<file path="config.mk">
export PLATFORM = sky130hd
export DESIGN_NAME = fp_subtractor_seq
export DESIGN_NICKNAME = d
export VERILOG_FILES = /design/src/rtl/fp_subtractor_seq.sv
export SDC_FILE = /design/constraint.sdc
export NUM_CORES = 1
export LEC_CHECK = 0
export BUFFER_PORTS_ARGS = -buffer_cell sky130_fd_sc_hd__buf_2
export CAP_MARGIN = 20
export CORE_ASPECT_RATIO = 1.4
export CORE_MARGIN = 4
export CORE_UTILIZATION = 25
export DETAILED_ROUTE_END_ITERATION = 10
export GPL_TIMING_DRIVEN = 0
export PLACE_DENSITY = 0.39
export SYNTH_ARGS = -nofsm -noshare
export SYNTH_HDL_FRONTEND = slang
export SYNTH_SLANG_ARGS = --single-unit
</file>
<file path="constraint.sdc">
create_clock -name clk -period 8.3 [get_ports clk]
set_input_delay 1.66 -clock clk [delete_from_list [all_inputs] [get_ports clk]]
set_output_delay 1.66 -clock clk [all_outputs]
set_load 0.005 [all_outputs]
</file>
<file path="src/rtl/fp_subtractor_seq.sv">
// ============================================================================
// Module      : fp_subtractor_seq
// Description : Multi-cycle IEEE-754 single-precision subtractor
//               (operand1 - operand2). Aligns by shifting the smaller
//               operand one bit per cycle and normalises one bit per cycle.
//               Discarded bits are truncated. Exponent-0 inputs are flushed
//               to zero, and no denormal result is ever produced.
// Revision    : 1.0 - initial release
// ============================================================================
`default_nettype none

module fp_subtractor_seq (
    input  logic        clk,
    input  logic        rst,
    input  logic        in_valid,
    output logic        in_ready,
    input  logic [31:0] operand1,
    input  logic [31:0] operand2,
    output logic        out_valid,
    input  logic        out_ready,
    output logic [31:0] result,
    output logic        busy
);

    typedef enum logic [2:0] {
        IDLE  = 3'd0,
        ALIGN = 3'd1,
        ADD   = 3'd2,
        NORM  = 3'd3,
        DONE  = 3'd4
    } state_t;

    localparam logic [31:0] QNAN       = 32'h7FC0_0000;
    localparam logic [7:0]  EXP_MAX    = 8'hFF;
    localparam logic [7:0]  ALIGN_FLUSH = 8'd25;

    state_t      state, state_next;
    logic        a_sign, a_sign_next;
    logic        b_sign, b_sign_next;
    logic [24:0] mant_a, mant_a_next;
    logic [24:0] mant_b, mant_b_next;
    logic [7:0]  exponent, exponent_next;
    logic [7:0]  diff, diff_next;
    logic        shift_b, shift_b_next;
    logic        res_sign, res_sign_next;
    logic [31:0] result_next;

    logic [7:0]  exp1, exp2;

    assign exp1 = operand1[30:23];
    assign exp2 = operand2[30:23];

    assign in_ready  = (state == IDLE) && !rst;
    assign out_valid = (state == DONE);
    assign busy      = (state != IDLE);

    // State and datapath registers; reset clears everything
    always_ff @(posedge clk) begin
        if (rst) begin
            state    <= IDLE;
            a_sign   <= 1'b0;
            b_sign   <= 1'b0;
            mant_a   <= '0;
            mant_b   <= '0;
            exponent <= '0;
            diff     <= '0;
            shift_b  <= 1'b0;
            res_sign <= 1'b0;
            result   <= '0;
        end else begin
            state    <= state_next;
            a_sign   <= a_sign_next;
            b_sign   <= b_sign_next;
            mant_a   <= mant_a_next;
            mant_b   <= mant_b_next;
            exponent <= exponent_next;
            diff     <= diff_next;
            shift_b  <= shift_b_next;
            res_sign <= res_sign_next;
            result   <= result_next;
        end
    end

    // Next-state and datapath update; mant_a doubles as the working mantissa
    // after the ADD step, sign of the subtrahend is inverted on capture
    always_comb begin
        state_next    = state;
        a_sign_next   = a_sign;
        b_sign_next   = b_sign;
        mant_a_next   = mant_a;
        mant_b_next   = mant_b;
        exponent_next = exponent;
        diff_next     = diff;
        shift_b_next  = shift_b;
        res_sign_next = res_sign;
        result_next   = result;

        case (state)
            IDLE: begin
                if (in_valid) begin
                    a_sign_next = operand1[31];
                    b_sign_next = ~operand2[31];
                    mant_a_next = {2'b01, operand1[22:0]};
                    mant_b_next = {2'b01, operand2[22:0]};
                    if (exp1 == EXP_MAX || exp2 == EXP_MAX) begin
                        result_next = QNAN;
                        state_next  = DONE;
                    end else if (exp1 == 8'd0 && exp2 == 8'd0) begin
                        result_next = 32'h0000_0000;
                        state_next  = DONE;
                    end else if (exp2 == 8'd0) begin
                        result_next = operand1;
                        state_next  = DONE;
                    end else if (exp1 == 8'd0) begin
                        result_next = {~operand2[31], operand2[30:0]};
                        state_next  = DONE;
                    end else if (exp1 >= exp2) begin
                        exponent_next = exp1;
                        diff_next     = exp1 - exp2;
                        shift_b_next  = 1'b1;
                        state_next    = ALIGN;
                    end else begin
                        exponent_next = exp2;
                        diff_next     = exp2 - exp1;
                        shift_b_next  = 1'b0;
                        state_next    = ALIGN;
                    end
                end
            end

            ALIGN: begin
                if (diff == 8'd0) begin
                    state_next = ADD;
                end else if (diff >= ALIGN_FLUSH) begin
                    // Everything would shift out: skip the per-bit walk
                    if (shift_b) mant_b_next = '0;
                    else         mant_a_next = '0;
                    diff_next  = 8'd0;
                    state_next = ADD;
                end else begin
                    if (shift_b) mant_b_next = mant_b >> 1;
                    else         mant_a_next = mant_a >> 1;
                    diff_next = diff - 8'd1;
                end
            end

            ADD: begin
                if (a_sign == b_sign) begin
                    mant_a_next   = mant_a + mant_b;
                    res_sign_next = a_sign;
                    state_next    = NORM;
                end else if (mant_a > mant_b) begin
                    mant_a_next   = mant_a - mant_b;
                    res_sign_next = a_sign;
                    state_next    = NORM;
                end else if (mant_b > mant_a) begin
                    mant_a_next   = mant_b - mant_a;
                    res_sign_next = b_sign;
                    state_next    = NORM;
                end else begin
                    result_next = 32'h0000_0000;
                    state_next  = DONE;
                end
            end

            NORM: begin
                if (mant_a[24]) begin
                    mant_a_next   = mant_a >> 1;
                    exponent_next = exponent + 8'd1;
                    if (exponent == (EXP_MAX - 8'd1)) begin
                        result_next = {res_sign, EXP_MAX, 23'd0};
                        state_next  = DONE;
                    end
                end else if (mant_a[23]) begin
                    result_next = {res_sign, exponent, mant_a[22:0]};
                    state_next  = DONE;
                end else if (exponent == 8'd1) begin
                    // Would become denormal: flush to signed zero
                    result_next = {res_sign, 31'd0};
                    state_next  = DONE;
                end else begin
                    mant_a_next   = mant_a << 1;
                    exponent_next = exponent - 8'd1;
                end
            end

            DONE: begin
                if (out_ready) state_next = IDLE;
            end

            default: state_next = IDLE;
        endcase
    end

endmodule

`default_nettype wire
</file>
==> results.json <==
{
  "most_common_cell_on_crit_path": "sky130_fd_sc_hd__clkbuf_1",
  "clock_skew_ns": 0.0148,
  "grtUsageTotal": 0.218,
  "routabilityCongestion": 0.927,
  "number_of_enable_type_register_cells_in_the_synthesized_netlist": 0,
  "max_freq_mhz": 191,
  "initial_drc_count": 1011,
  "first_pass_grt_wire_length_um": 75200,
  "worst-r2r-setup-slack_ns": 3.45,
  "synth_top_cell_area_share": 0.201,
  "finalHoldWorstSlack_ns": 0.502,
  "synth_area_um2": 10400,
  "timing.final.crit_period_ns": 5.23,
  "die-width_um": 180,
  "timing.rr.start": "mant_a[1]",
  "report.final.setup_viol": 0,
  "required_ns": 6.64,
  "post_route_cells_drive_above_1_share": 0.136,
  "postSynthRegisterBits": 104,
  "timing.setup.tns_ns": 0,
  "finish.net_count": 1686,
  "cellInternalPower_w": 0.00246,
  "start_util": 0.252,
  "met3_usage": 0.0191,
  "yosys-top-cells-area": "sky130_fd_sc_hd__dfxtp_1 20%, sky130_fd_sc_hd__ha_1 12%, sky130_fd_sc_hd__a21oi_1 7.0%",
  "grt_use_met2": 0.415,
  "yosys_warnings": 0,
  "cts_root_buf": "sky130_fd_sc_hd__clkbuf_16",
  "post_cts_resize_count": 0,
  "post_drt_wl_per_cell_um": 24.7,
  "dr_total_vias": 11486,
  "die_area_um2": 44900,
  "worst-path-max-fanout": 10,
  "cts_buffer_depth": 2,
  "cts_setup_buffers": 0,
  "antenna_found_initial": 1,
  "critical_path.max_stage_delay_ns": 0.60,
  "sequential_share_of_power": 0.169,
  "share_clk_of_total_power": 0.080,
  "cp_slowest_cell": "sky130_fd_sc_hd__clkbuf_1",
  "std_cell_rows": 88,
  "cts-htree-levels": 3,
  "status": "finished, final reports clean",
  "detailed_router_iteration_count_before_antenna_repair": 8,
  "cellPowerDensity_nw_per_um2": 496,
  "criticalPathCategory": "primary input to output port",
  "syn_inst": 1403,
  "stdcell_count": 2062,
  "setup.worst_path.start_class": "primary input",
  "routed_wl_um": 51000,
  "floorplan.die.height_um": 249,
  "finalHoldViolations": 0,
  "max-slew-margin-rel": 0.283,
  "design.core.area_um2": 41200,
  "area_growth_syn_to_layout_pct": 14.3,
  "cts_inserted_buffers": 9,
  "port_buffers": 102,
  "grt_overflow_total": 0,
  "grt_pass1_vias": 11315,
  "grt.busiest_layer": "met2",
  "clock_sink_total": 104,
  "yosysSeqAreaShare": 0.201,
  "avgSynthCellArea_um2": 7.40,
  "worstPathArrival_ns": 3.57,
  "max_cap_violations": 0,
  "via_per_inst": 5.57,
  "antenna_left": 0,
  "timing.critical_path.cells": "buf_2 > clkbuf_1 > clkbuf_1 > clkbuf_1 > nor2_1 > buf_2",
  "synth-main-ff-cell": "sky130_fd_sc_hd__dfxtp_1",
  "synth_cell_types": 86,
  "p_sw_w": 0.00343,
  "antenna_cells_inserted": 0,
  "end_kind": "output port",
  "leakagePower_nw": 4.87,
  "worst_r2r_path_depth": 12,
  "period_share": 0.630,
  "rsz_0062_raised_after_global_routing": "no",
  "sw_frac_of_total": 0.583,
  "grt_max_degree": 21,
  "holdCritPathClass": "register to register",
  "tritoncts": "done",
  "pin_count": 103,
  "timing_worst_slew_pin_value_ns": 1.07,
  "clk-insertion-delay-late_ns": 0.39,
  "async_reset_ff_frac": 0,
  "drc": 0,
  "combinationalPowerShare": 0.751,
  "timing.critical_path.from": "rst",
  "met1_usage": 0.251,
  "number_of_nets_produced_by_synthesis": 1572,
  "ir_drop_mv": 0.151,
  "cp-endpoint": "in_ready",
  "cts.hold.buffers_added": 0,
  "post-synth-top-area-cell": "sky130_fd_sc_hd__dfxtp_1",
  "end_of_the_worst_register_to_register_path": "mant_a[24]",
  "maxSlewViolCount": 0,
  "place_hpwl_um": 41300,
  "clk_pin_slew_worst_paths_ns": 0.09,
  "post-place-cells": 2045
}
layout make-up:
cell class	instances	area (um^2)
Buffer	99	477
Clock buffer	9	225
Clock inverter	7	67.6
Fill cell	4626	29300
Inverter	99	372
Multi-Input combinational cell	1101	7450
Sequential cell	104	2080
Tap cell	540	676
Timing Repair Buffer	103	515
routing by layer:
metal	up-vias	part of all wire
li1	5393	-
met1	5595	0.39
met2	401	0.53
met3	95	0.040
met4	2	0.036
met5	-	0.00025
placed cells by master (no fill, tap or decap), types with 29 or more instances in the layout:
cell	instances
sky130_fd_sc_hd__a211oi_1	37
sky130_fd_sc_hd__a21oi_1	146
sky130_fd_sc_hd__a221oi_1	39
sky130_fd_sc_hd__buf_2	114
sky130_fd_sc_hd__clkbuf_1	68
sky130_fd_sc_hd__dfxtp_1	104
sky130_fd_sc_hd__ha_1	96
sky130_fd_sc_hd__inv_1	99
sky130_fd_sc_hd__nand2_1	119
sky130_fd_sc_hd__nor2_1	143
sky130_fd_sc_hd__nor3_1	29
sky130_fd_sc_hd__o21ai_0	81
stage by stage:
step | area (um^2) | setup WS, ns | utilization | power, W
2_1_floorplan | 10400 | 4.00 | - | 0.00385
3_3_place_gp | 11600 | 3.04 | 0.281 | 0.00538
3_5_place_dp | 11600 | 3.06 | 0.281 | 0.00536
4_1_cts | 11900 | 3.05 | 0.288 | 0.00586
5_1_grt | 11900 | 2.88 | 0.288 | 0.00631
6_report | 11900 | 3.07 | 0.288 | 0.00589
cells in the mapped netlist, types with 24 or more instances:
cell type,number
sky130_fd_sc_hd__a221oi_1,39
sky130_fd_sc_hd__dfxtp_1,104
sky130_fd_sc_hd__nor2_1,143
sky130_fd_sc_hd__ha_1,96
sky130_fd_sc_hd__nand2_1,119
sky130_fd_sc_hd__a21oi_1,146
sky130_fd_sc_hd__a211oi_1,37
sky130_fd_sc_hd__o21ai_0,81
sky130_fd_sc_hd__clkbuf_1,68
sky130_fd_sc_hd__a31oi_1,24
sky130_fd_sc_hd__nor3_1,29
sky130_fd_sc_hd__inv_1,99
sky130_fd_sc_hd__nand3_1,26
worst max-delay path, delay by kind of cell:
kind,cells,cell delay (ns)
buffers and inverters,5,1.81
AND/OR/NAND/NOR,1,0.10
cells by family (layout without fill, tap and decap cells):
logic type	Yosys count	in the layout	synth area share
compound gates	511	511	0.345
simple gates	436	436	0.197
buf+inv	198	317	0.0818
flops	104	104	0.201
fa+ha+maj	101	101	0.125
mux	28	28	0.0286
xor+xnor	25	25	0.0211
power groups by stage:
| stage | clock, W | sequential [W] | combinational, W |
|---|---|---|---|
| 6_report | 0.000473 | 0.000994 | 0.00442 |
| 5_1_grt | 0.000500 | 0.00102 | 0.00479 |
| 4_1_cts | 0.000485 | 0.000993 | 0.00438 |
| 3_5_place_dp | 0 | 0.00100 | 0.00436 |
| 3_3_place_gp | 0 | 0.00100 | 0.00437 |
| 2_1_floorplan | 0 | 0.000902 | 0.00295 |
registers in the layout, indices dropped and copies added (netlist names):
| signal | flops |
|---|---|
| a_sign | 1 |
| exponent | 8 |
| diff | 8 |
| b_sign | 1 |
| mant_a | 25 |
| result | 32 |
| res_sign | 1 |
| shift_b | 1 |
| state | 3 |
| mant_b | 24 |
worst min-delay path by stage:
stage | startpoint | endpoint | slack [ns] | cells after the start
after floorplan | diff[2] | diff[2] | 0.47 | 2
after global placement | result[28] | result[28] | 0.48 | 1
after detailed placement | result[27] | result[27] | 0.48 | 1
after CTS | result[27] | result[27] | 0.51 | 1
after global routing | result[24] | result[24] | 0.53 | 1
final | result[28] | result[28] | 0.50 | 1
No activity file was read; power rests on OpenSTA's default activity.
